`src/rtl/fifo_packet.sv`:
```
// Single-clock packet FIFO with commit/discard on the write side: words become
// visible to the reader only once the last word of their packet is committed.
module fifo_packet #(
    parameter int WIDTH     = 8,
    parameter int DEPTH     = 256,
    parameter int MAKE_FWFT = 0
) (
    input  logic                       i_Clk,
    input  logic                       i_Rst_L,
    input  logic                       i_Wr_DV,
    input  logic [WIDTH-1:0]           i_Wr_Data,
    input  logic                       i_Wr_Last,
    input  logic                       i_Wr_Drop,
    input  logic [$clog2(DEPTH):0]     i_AF_Level,
    output logic                       o_AF_Flag,
    output logic                       o_Full,
    output logic                       o_Overflow,
    input  logic                       i_Rd_En,
    output logic                       o_Rd_DV,
    output logic [WIDTH-1:0]           o_Rd_Data,
    output logic                       o_Rd_Last,
    input  logic [$clog2(DEPTH):0]     i_AE_Level,
    output logic                       o_AE_Flag,
    output logic                       o_Empty,
    output logic [$clog2(DEPTH):0]     o_Word_Count,
    output logic [$clog2(DEPTH):0]     o_Pkt_Count,
    output logic                       o_Underflow
);

    localparam int AW = $clog2(DEPTH);
    localparam int CW = AW + 1;
    localparam logic [CW-1:0] DEPTH_C = CW'(DEPTH);
    localparam logic [AW-1:0] LAST_ADDR = AW'(DEPTH - 1);

    logic [AW-1:0] wr_addr_q, wr_addr_d;
    logic [AW-1:0] commit_addr_q, commit_addr_d;
    logic [AW-1:0] rd_addr_q, rd_addr_d;
    logic [CW-1:0] count_q, count_d;
    logic [CW-1:0] pending_q, pending_d;
    logic [CW-1:0] pkt_q, pkt_d;
    logic          bad_q, bad_d;
    logic          overflow_q, underflow_q;

    // MSB of each entry is the end-of-packet marker.
    logic [WIDTH:0] mem [DEPTH];
    logic [WIDTH:0] head_word;

    logic [CW-1:0] used_words, free_words, word_cnt;
    logic          full, wr_accept, wr_commit, wr_reject, ovf_rewind;
    logic          pop_ram, pkt_dec, empty_w, underflow_evt;
    logic          rd_dv_w;
    logic [WIDTH:0] rd_word_w;

    function automatic logic [AW-1:0] inc_addr(input logic [AW-1:0] a);
        return (a == LAST_ADDR) ? '0 : a + 1'b1;
    endfunction

    assign used_words = count_q + pending_q;
    assign free_words = DEPTH_C - used_words;
    assign full       = (used_words == DEPTH_C);
    assign head_word  = mem[rd_addr_q];

    assign wr_accept  = i_Wr_DV & ~i_Wr_Drop & ~bad_q & ~full;
    assign wr_commit  = wr_accept & i_Wr_Last;
    // A word that finds the FIFO full poisons its packet; the packet's Last rewinds it.
    assign wr_reject  = i_Wr_DV & ~i_Wr_Drop & (bad_q | full);
    assign ovf_rewind = wr_reject & i_Wr_Last;

    always_comb begin
        wr_addr_d     = wr_addr_q;
        commit_addr_d = commit_addr_q;
        pending_d     = pending_q;
        bad_d         = bad_q;
        if (i_Wr_Drop || ovf_rewind) begin
            wr_addr_d = commit_addr_q;
            pending_d = '0;
            bad_d     = 1'b0;
        end else if (wr_accept) begin
            wr_addr_d = inc_addr(wr_addr_q);
            if (i_Wr_Last) begin
                commit_addr_d = inc_addr(wr_addr_q);
                pending_d     = '0;
            end else begin
                pending_d = pending_q + CW'(1);
            end
        end else if (wr_reject) begin
            bad_d = 1'b1;
        end
    end

    always_comb begin
        count_d   = count_q + (wr_commit ? pending_q + CW'(1) : '0) - (pop_ram ? CW'(1) : '0);
        pkt_d     = pkt_q + (wr_commit ? CW'(1) : '0) - (pkt_dec ? CW'(1) : '0);
        rd_addr_d = pop_ram ? inc_addr(rd_addr_q) : rd_addr_q;
    end

    always_ff @(posedge i_Clk) begin
        if (!i_Rst_L) begin
            wr_addr_q     <= '0;
            commit_addr_q <= '0;
            rd_addr_q     <= '0;
            count_q       <= '0;
            pending_q     <= '0;
            pkt_q         <= '0;
            bad_q         <= 1'b0;
            overflow_q    <= 1'b0;
            underflow_q   <= 1'b0;
        end else begin
            wr_addr_q     <= wr_addr_d;
            commit_addr_q <= commit_addr_d;
            rd_addr_q     <= rd_addr_d;
            count_q       <= count_d;
            pending_q     <= pending_d;
            pkt_q         <= pkt_d;
            bad_q         <= bad_d;
            overflow_q    <= ovf_rewind;
            underflow_q   <= underflow_evt;
        end
    end

    always_ff @(posedge i_Clk) begin
        if (i_Rst_L && wr_accept) begin
            mem[wr_addr_q] <= {i_Wr_Last, i_Wr_Data};
        end
    end

    generate
        if (MAKE_FWFT == 0) begin : g_std
            logic           rd_dv_q;
            logic [WIDTH:0] rd_word_q;

            assign pop_ram  = i_Rd_En & (count_q != '0);
            assign pkt_dec  = pop_ram & head_word[WIDTH];
            assign empty_w  = (count_q == '0);
            assign word_cnt = count_q;

            always_ff @(posedge i_Clk) begin
                if (!i_Rst_L) begin
                    rd_dv_q   <= 1'b0;
                    rd_word_q <= '0;
                end else begin
                    rd_dv_q <= pop_ram;
                    if (pop_ram) rd_word_q <= head_word;
                end
            end

            assign rd_dv_w   = rd_dv_q;
            assign rd_word_w = rd_word_q;
        end else begin : g_fwft
            // Two-stage prefetch: a registered RAM read feeding the output register.
            logic           ram_valid_q, out_valid_q;
            logic [WIDTH:0] ram_word_q, out_word_q;
            logic           consume, move;

            assign consume  = i_Rd_En & out_valid_q;
            assign move     = ram_valid_q & (~out_valid_q | consume);
            assign pop_ram  = (count_q != '0) & (~ram_valid_q | move);
            assign pkt_dec  = consume & out_word_q[WIDTH];
            assign empty_w  = ~out_valid_q;
            assign word_cnt = count_q + CW'(ram_valid_q) + CW'(out_valid_q);

            always_ff @(posedge i_Clk) begin
                if (!i_Rst_L) begin
                    ram_valid_q <= 1'b0;
                    out_valid_q <= 1'b0;
                    ram_word_q  <= '0;
                    out_word_q  <= '0;
                end else begin
                    ram_valid_q <= pop_ram | (ram_valid_q & ~move);
                    out_valid_q <= move | (out_valid_q & ~consume);
                    if (pop_ram) ram_word_q <= head_word;
                    if (move)    out_word_q <= ram_word_q;
                end
            end

            assign rd_dv_w   = out_valid_q;
            assign rd_word_w = out_word_q;
        end
    endgenerate

    assign underflow_evt = i_Rd_En & empty_w;

    assign o_Full       = full;
    assign o_AF_Flag    = (free_words <= i_AF_Level);
    assign o_Overflow   = overflow_q;
    assign o_Rd_DV      = rd_dv_w;
    assign o_Rd_Data    = rd_word_w[WIDTH-1:0];
    assign o_Rd_Last    = rd_word_w[WIDTH];
    assign o_AE_Flag    = (word_cnt <= i_AE_Level);
    assign o_Empty      = empty_w;
    assign o_Word_Count = word_cnt;
    assign o_Pkt_Count  = pkt_q;
    assign o_Underflow  = underflow_q;

endmodule
```
`config.mk`:
```
export PLATFORM = sky130hd
export DESIGN_NAME = fifo_packet
export DESIGN_NICKNAME = d
export VERILOG_FILES = /design/src/rtl/fifo_packet.sv
export SDC_FILE = /design/constraint.sdc
export NUM_CORES = 2
export LEC_CHECK = 0
export CAP_MARGIN = 20
export CORE_AREA = 2 2 582 584
export CTS_CLUSTER_DIAMETER = 120
export DETAILED_ROUTE_END_ITERATION = 8
export DIE_AREA = 0 0 584 586
export PLACE_DENSITY = 0.48
export SKIP_LAST_GASP = 1
export SLEW_MARGIN = 5
export SYNTH_ARGS = -nofsm -noshare
export SYNTH_HDL_FRONTEND = slang
export SYNTH_SLANG_ARGS = --single-unit
```
`constraint.sdc`:
```
create_clock -name i_Clk -period 12.5 [get_ports i_Clk]
set_input_delay 3.75 -clock i_Clk [delete_from_list [all_inputs] [get_ports i_Clk]]
set_output_delay 3.75 -clock i_Clk [all_outputs]
set_load 0.005 [all_outputs]
```
==> After elaboration in Yosys (flattened, before gate mapping) <==
Memories as Yosys holds them, arrays and structs flattened. A register that Yosys moved wholly into a read port is not among the register bits.
Cells that the tools add are included.
{ "word_totals": {"reg_bits": 64, "latch_bits": 0, "ram_bits": 2304, "romBits": 0, "output_inout_bits": 34, "elab_cells": 63, "mem_count": 1} }
{ "mem_list": {"columns": ["memory", "words", "width", "rd", "rd_ports_with_merged_regs", "wr", "line_no", "source"], "rows": [
  ["mem", 256, 9, 1, 1, 1, "45", "logic [WIDTH:0] mem [DEPTH];"]
]} }
{ "classes": {"addsub": 9, "multipliers": 0, "div_mod_pow": 0, "magnitude_cmp": 2, "eq_ne": 3, "shift": 0, "mux": 13, "bitwise": 16, "reduce_logical": 8} }
{ "op_table": {"columns": ["operator", "count"], "rows": [
  ["$mux W8", 6],
  ["$add A9 B9 Y9", 2],
  ["$le A9 B9 Y1", 2],
  ["$mux W9", 2],
  ["$sub A9 B1 Y9", 2],
  ["$add A8 B1 Y8 const B", 2],
  ["$eq A8 B8 Y1 const B", 2],
  ["$add A9 B1 Y9", 1],
  ["$add A9 B1 Y9 const B", 1],
  ["$and A1 B1 Y1", 9],
  ["$eq A9 B9 Y1 const B", 1],
  ["$logic_not A9 Y1", 1],
  ["$reduce_bool A9 Y1", 1],
  ["$sub A9 B9 Y9 const A", 1],
  ["$not A1 Y1", 6],
  ["$mux W1", 5],
  ["$reduce_and A3 Y1", 1],
  ["$reduce_and A2 Y1", 1],
  ["$reduce_bool A2 Y1", 1],
  ["$reduce_or A2 Y1", 1],
  ["$logic_and A1 B1 Y1", 1],
  ["$logic_or A1 B1 Y1", 1],
  ["$or A1 B1 Y1", 1]
]} }

==> Depth between registers and ports, before layout <==
{ "logic_depth": {"word_depth": 8, "mapped_depth": 28, "depth_no_buf": 27} }

==> Worst setup path before layout <==
OpenSTA, ideal clock, no wires.
{ "synth_timing": {"kind": "input to output", "from": "in i_AE_Level[1]", "to": "out o_AE_Flag", "t_arrival_ns": 5.109, "slack_ns": 3.641, "path_stages": 10, "path_buffers": 0, "path_cell_list": "inv_1 -> ha_1 -> nor2b_1 -> o21a_1 -> o21a_1 -> o21a_1 -> o21ai_0 -> nand2b_1 -> a21oi_1 -> o31a_1"} }
{ "synth_via": {"elab_chain_len": 1} }
{ "synth_lines": {"columns": ["element", "line_no", "source"], "rows": [
  ["start: declaration", "22", "input logic [$clog2(DEPTH):0] i_AE_Level,"],
  ["$le A9 B9 Y1", "189", "assign o_AE_Flag = (word_cnt <= i_AE_Level);"],
  ["end: declaration", "23", "output logic o_AE_Flag,"]
]} }
No other way between the ends.

==> Final worst setup path <==
{ "layout_timing": {"from": "in i_AF_Level[1]", "to": "out o_AF_Flag"} }
{ "layout_via": {"elab_chain_len": 1} }
{ "layout_lines": {"columns": ["element", "line_no", "source"], "rows": [
  ["start: declaration", "14", "input logic [$clog2(DEPTH):0] i_AF_Level,"],
  ["$le A9 B9 Y1", "184", "assign o_AF_Flag = (free_words <= i_AF_Level);"],
  ["end: declaration", "15", "output logic o_AF_Flag,"]
]} }
No other way between the ends.

==> results.txt <==
The portion of total power attributed to combinational logic is 11.1%. The share of cells above drive strength 1 is 23.2%. The layout filler cell count came out at 32.0k. The setup check on the worst reg-to-reg path leaves a slack of 5.98 ns. Cells fill 32.2% of the core in the end. Global routing used 2.17% of the available met3 tracks. The remaining design rule violation count is 0. The sequential fraction of design power is 47.8%. The power density over the cells is 171 nW/um^2. After Yosys synthesis, XOR and XNOR cells account for 0.439% of the synthesized area. The flow ran to the end, and the final reports show no timing, DRC or antenna violations. Hold repair after CTS inserted 0 buffers. The number of instances on the worst hold path came out at 2. The starting density of the core is 27.9%. From bottom edge to top edge, the die measures 586 um. By count the netlist is led by sky130_fd_sc_hd__edfxtp_1 (2304), sky130_fd_sc_hd__mux4_2 (624), sky130_fd_sc_hd__nor2_1 (351), sky130_fd_sc_hd__mux2i_1 (140), sky130_fd_sc_hd__clkbuf_1 (100). The detail-routed via count per cell is 4.88. Yosys printed 0 warnings. Global routing consumed, on the met2 layer, 24.3% of the routing resources.

The multiplexer share of the synthesized area came out at 16.7%. The number of global-route vias before repair came out at 46.9k. The capture instance of the worst register-to-register path is o_Pkt_Count[8]. In this run the most used layer during global routing was met2. The final clock period utilization by the worst path came out at 79.5%. The global routing met1 resource utilization came out at 20.7%. The clock period minus final worst setup slack came out at 9.94 ns. In this run the tool buffered the top-level ports with 65 buffer cells. STA classifies the critical path endpoint as an output pin.

The maximum fanout along the worst path came out at 2. The post-synthesis adder-cell area fraction is 0.851%. The die covers 342000 um^2. Averaged over all synthesized cells, the footprint is 20.8 um^2. The number of levels in the clock H-tree is 5. TritonCTS built the clock tree. The transition time at the pin with the least slew margin is 1.19 ns. At the end of routability-driven placement, the weighted congestion stood at 0.805. The finished layout cell area is 108000 um^2. For the final database, setup skew stands at 0.0401 ns. After the first detailed-routing iteration, the DRC count stood at 4630. The die is 584 um wide. The first-pass GRT wire length came out at 366000 um.

The max-slew violation total from the final report came to 0. Setup repair after global routing left no endpoint under its margin. The setup violation total in the final timing report came out at 0. The sequential cell area in the final layout came out at 70700 um^2. The tree built by TritonCTS fans out to 2376 sinks. The multi-input logic area came out at 21600 um^2. The cell row count came out at 213.

The first detailed-routing pass took 7 iterations. The core region is 336000 um^2. The clock-pin slew on the worst setup and hold paths is 0.06 ns. The cell area after placement is 99500 um^2. The worst hold path begins at commit_addr_q[1]. In the final routed layout, each cell accounts on average for 27.8 um.

The largest voltage drop on the vdd net is 0.105 mV. The top cell type by area accounts for 73.8% of the synthesized area. The initial antenna violation count is 7.

The final wirelength is 259000 um. The endpoint required time on the critical path came out at 8.75 ns. The worst setup path is of the input pin to output pin kind. The design internal power is 14.0 mW.

The final count of hold timing violations is 0. The cell count after synthesis is 4512. Counting flops and latches in the post-synthesis netlist gives 2376. The worst min-delay path endpoint is commit_addr_q[1]. The clock passes through at most 4 buffers. Based on the critical path, the design can be clocked at up to 0.101 GHz. The worst-skew pair later-pin latency is 0.88 ns. The summed negative setup slack over all endpoints came out at 0 ns. Once detail routing completed, the nets flagged for antenna violations numbered 0.

The number of gates resized after CTS was 0. The post-synthesis cell type with the largest combined area is sky130_fd_sc_hd__edfxtp_1. The dominant cell by count in the synthesized netlist is sky130_fd_sc_hd__edfxtp_1.

The library cell used as clock root buffer is sky130_fd_sc_hd__clkbuf_16. The area fraction in compound gates after synthesis came out at 2.06%. The most used flip-flop cell after synthesis is sky130_fd_sc_hd__edfxtp_1. Ranked by total cell area, the synthesized netlist is headed by sky130_fd_sc_hd__edfxtp_1 (74%), sky130_fd_sc_hd__mux4_2 (15%), sky130_fd_sc_hd__dfxtp_1 (1.5%).

The detailed-placement wirelength estimate is 157000 um. After Yosys synthesis, and, or, nand and nor cells account for 2.92% of the synthesized area. The count of flip-flops with a built-in enable after synthesis came out at 2304. From synthesis to final layout, the design area changed by 15.1%. The share of flip-flops with an asynchronous set or reset is 0%. The netlist area before placement came out at 93800 um^2. The total congestion overflow after global routing came out at 0. In this run the worst hold path is classified as flip-flop to flip-flop. The count of boundary I/O pins came out at 66. Counting the buffers created by CTS gives 271.

The global router's overall resource usage came out at 14.9%. The number of cells on the worst reg-to-reg path came out at 21. The synthesized netlist contains 61 unique library cells. The total number of vias came out at 45.5k. Summed over all cells, the static leakage comes to 32.4 nW. The post-synth net total is 4606. For this design the total switching power over the nets is 4.51 mW. STA puts the critical path data arrival time at 6.19 ns. The net count of the finished layout is 4794. The share of total power dissipated in the clock network is 41.1%. The part of the Yosys area used for sequential elements is 75.3%. The largest net degree at the start of global routing came out at 161.

The number of setup buffers added after CTS came out at 0. Net switching is 24.4% of the power. By area, the combinational part of the netlist is dominated by multiplexers.

Measured against its own limit, the worst slew margin works out to 20.6%. The critical path startpoint category is an input pin. The number of maximum-capacitance violations came out at 0.
==> sequential cells by signal, summed over array words and instances, names as in the netlist, 8 cells and up, named ones only <==
name and flops:
commit_addr_q 8, g_std.rd_word_q 9, mem 2304, o_Pkt_Count 9, o_Word_Count 9, pending_q 9
rd_addr_q 8, wr_addr_q 8
==> layout make-up <==
cell class	instances	share of cell area, %
sequential	2376	65.4
multi-input combinational	1810	20.0
clock buffer	344	6.60
tap	4407	5.11
timing repair buffer	166	1.43
clock inverter	140	1.19
inverter	75	0.265
antenna	4	0.00927
==> power by group through the flow <==
stage                     combinational, mW  clock (mW)  sequential, mW
after floorplan                        1.37           0            8.97
after global placement                 2.08           0            9.02
after detailed placement               2.09           0            9.02
after CTS                              2.10        7.78            8.85
after global routing                   2.21        8.07            8.85
final                                  2.05        7.61            8.85
==> cells by family (layout without fill, tap and decap cells) <==
family,count (synthesis),after routing
AND/OR/NAND/NOR,627,627
adder cells (fa/ha/maj),62,62
XOR/XNOR,47,47
AO/OA/AOI/OAI,294,294
multiplexers,780,780
buffers and inverters,326,725
flip-flops,2376,2376
other,0,4
==> worst max-delay path by stage <==
stage	slack, ns	cells past startpoint	end	startpoint
floorplan	3.64	10	o_AE_Flag	i_AE_Level[1]
global placement	2.48	12	o_AF_Flag	i_AF_Level[1]
detailed placement	2.56	12	o_AE_Flag	i_AE_Level[1]
CTS	2.56	12	o_AE_Flag	i_AE_Level[1]
global route	2.40	12	o_AE_Flag	i_AE_Level[1]
finish	2.56	12	o_AF_Flag	i_AF_Level[1]
==> layout by cell type, fill, tap and decap left out, types with 34 or more instances in the layout <==
| cell | n |
|---|---|
| sky130_fd_sc_hd__a211oi_1 | 53 |
| sky130_fd_sc_hd__a21oi_1 | 75 |
| sky130_fd_sc_hd__buf_4 | 93 |
| sky130_fd_sc_hd__clkbuf_1 | 67 |
| sky130_fd_sc_hd__clkbuf_16 | 272 |
| sky130_fd_sc_hd__clkdlybuf4s50_1 | 56 |
| sky130_fd_sc_hd__clkinv_1 | 53 |
| sky130_fd_sc_hd__clkinv_2 | 40 |
| sky130_fd_sc_hd__dfxtp_1 | 66 |
| sky130_fd_sc_hd__edfxtp_1 | 2304 |
| sky130_fd_sc_hd__ha_1 | 59 |
| sky130_fd_sc_hd__inv_1 | 73 |
| sky130_fd_sc_hd__mux2i_1 | 140 |
| sky130_fd_sc_hd__mux4_2 | 624 |
| sky130_fd_sc_hd__nand2_1 | 90 |
| sky130_fd_sc_hd__nand3_1 | 37 |
| sky130_fd_sc_hd__nor2_1 | 350 |
| sky130_fd_sc_hd__nor2b_1 | 39 |
| sky130_fd_sc_hd__nor3_1 | 34 |
| sky130_fd_sc_hd__o22ai_1 | 44 |
==> routing by layer <==
layer | share of wire (%) | wire length [um] | vias up
met4 | 3.1 | 8050 | 0
li1 | - | - | 19000
met1 | 44 | 114000 | 24800
met3 | 5.1 | 13200 | 375
met2 | 48 | 124000 | 1314
met5 | 0 | 0 | -
==> critical path: stages <==
cell and delay [ns]:
sky130_fd_sc_hd__clkdlybuf4s50_1 0.46, sky130_fd_sc_hd__inv_1 0.04, sky130_fd_sc_hd__ha_1 0.29, sky130_fd_sc_hd__nor2b_1 0.14, sky130_fd_sc_hd__o21a_1 0.17, sky130_fd_sc_hd__o21a_1 0.17, sky130_fd_sc_hd__o21a_1 0.17, sky130_fd_sc_hd__o21ai_0 0.15
sky130_fd_sc_hd__nand2b_1 0.07, sky130_fd_sc_hd__a21oi_1 0.15, sky130_fd_sc_hd__o31a_1 0.14, sky130_fd_sc_hd__clkdlybuf4s50_1 0.50
==> metrics by stage <==
| stage | hold slack [ns] | power [mW] | setup WS [ns] | cells |
|---|---|---|---|---|
| 6_report | 0.458 | 18.5 | 2.56 | 9322 |
| 3_5_place_dp | 0.449 | 11.1 | 2.56 | 8823 |
| 2_1_floorplan | 0.436 | 10.3 | 3.64 | 4512 |
| 5_1_grt | 0.491 | 19.1 | 2.40 | 9319 |
| 3_3_place_gp | 0.447 | 11.1 | 2.48 | 8823 |
| 4_1_cts | 0.457 | 18.7 | 2.56 | 9307 |
No activity file was read; power rests on OpenSTA's default activity.
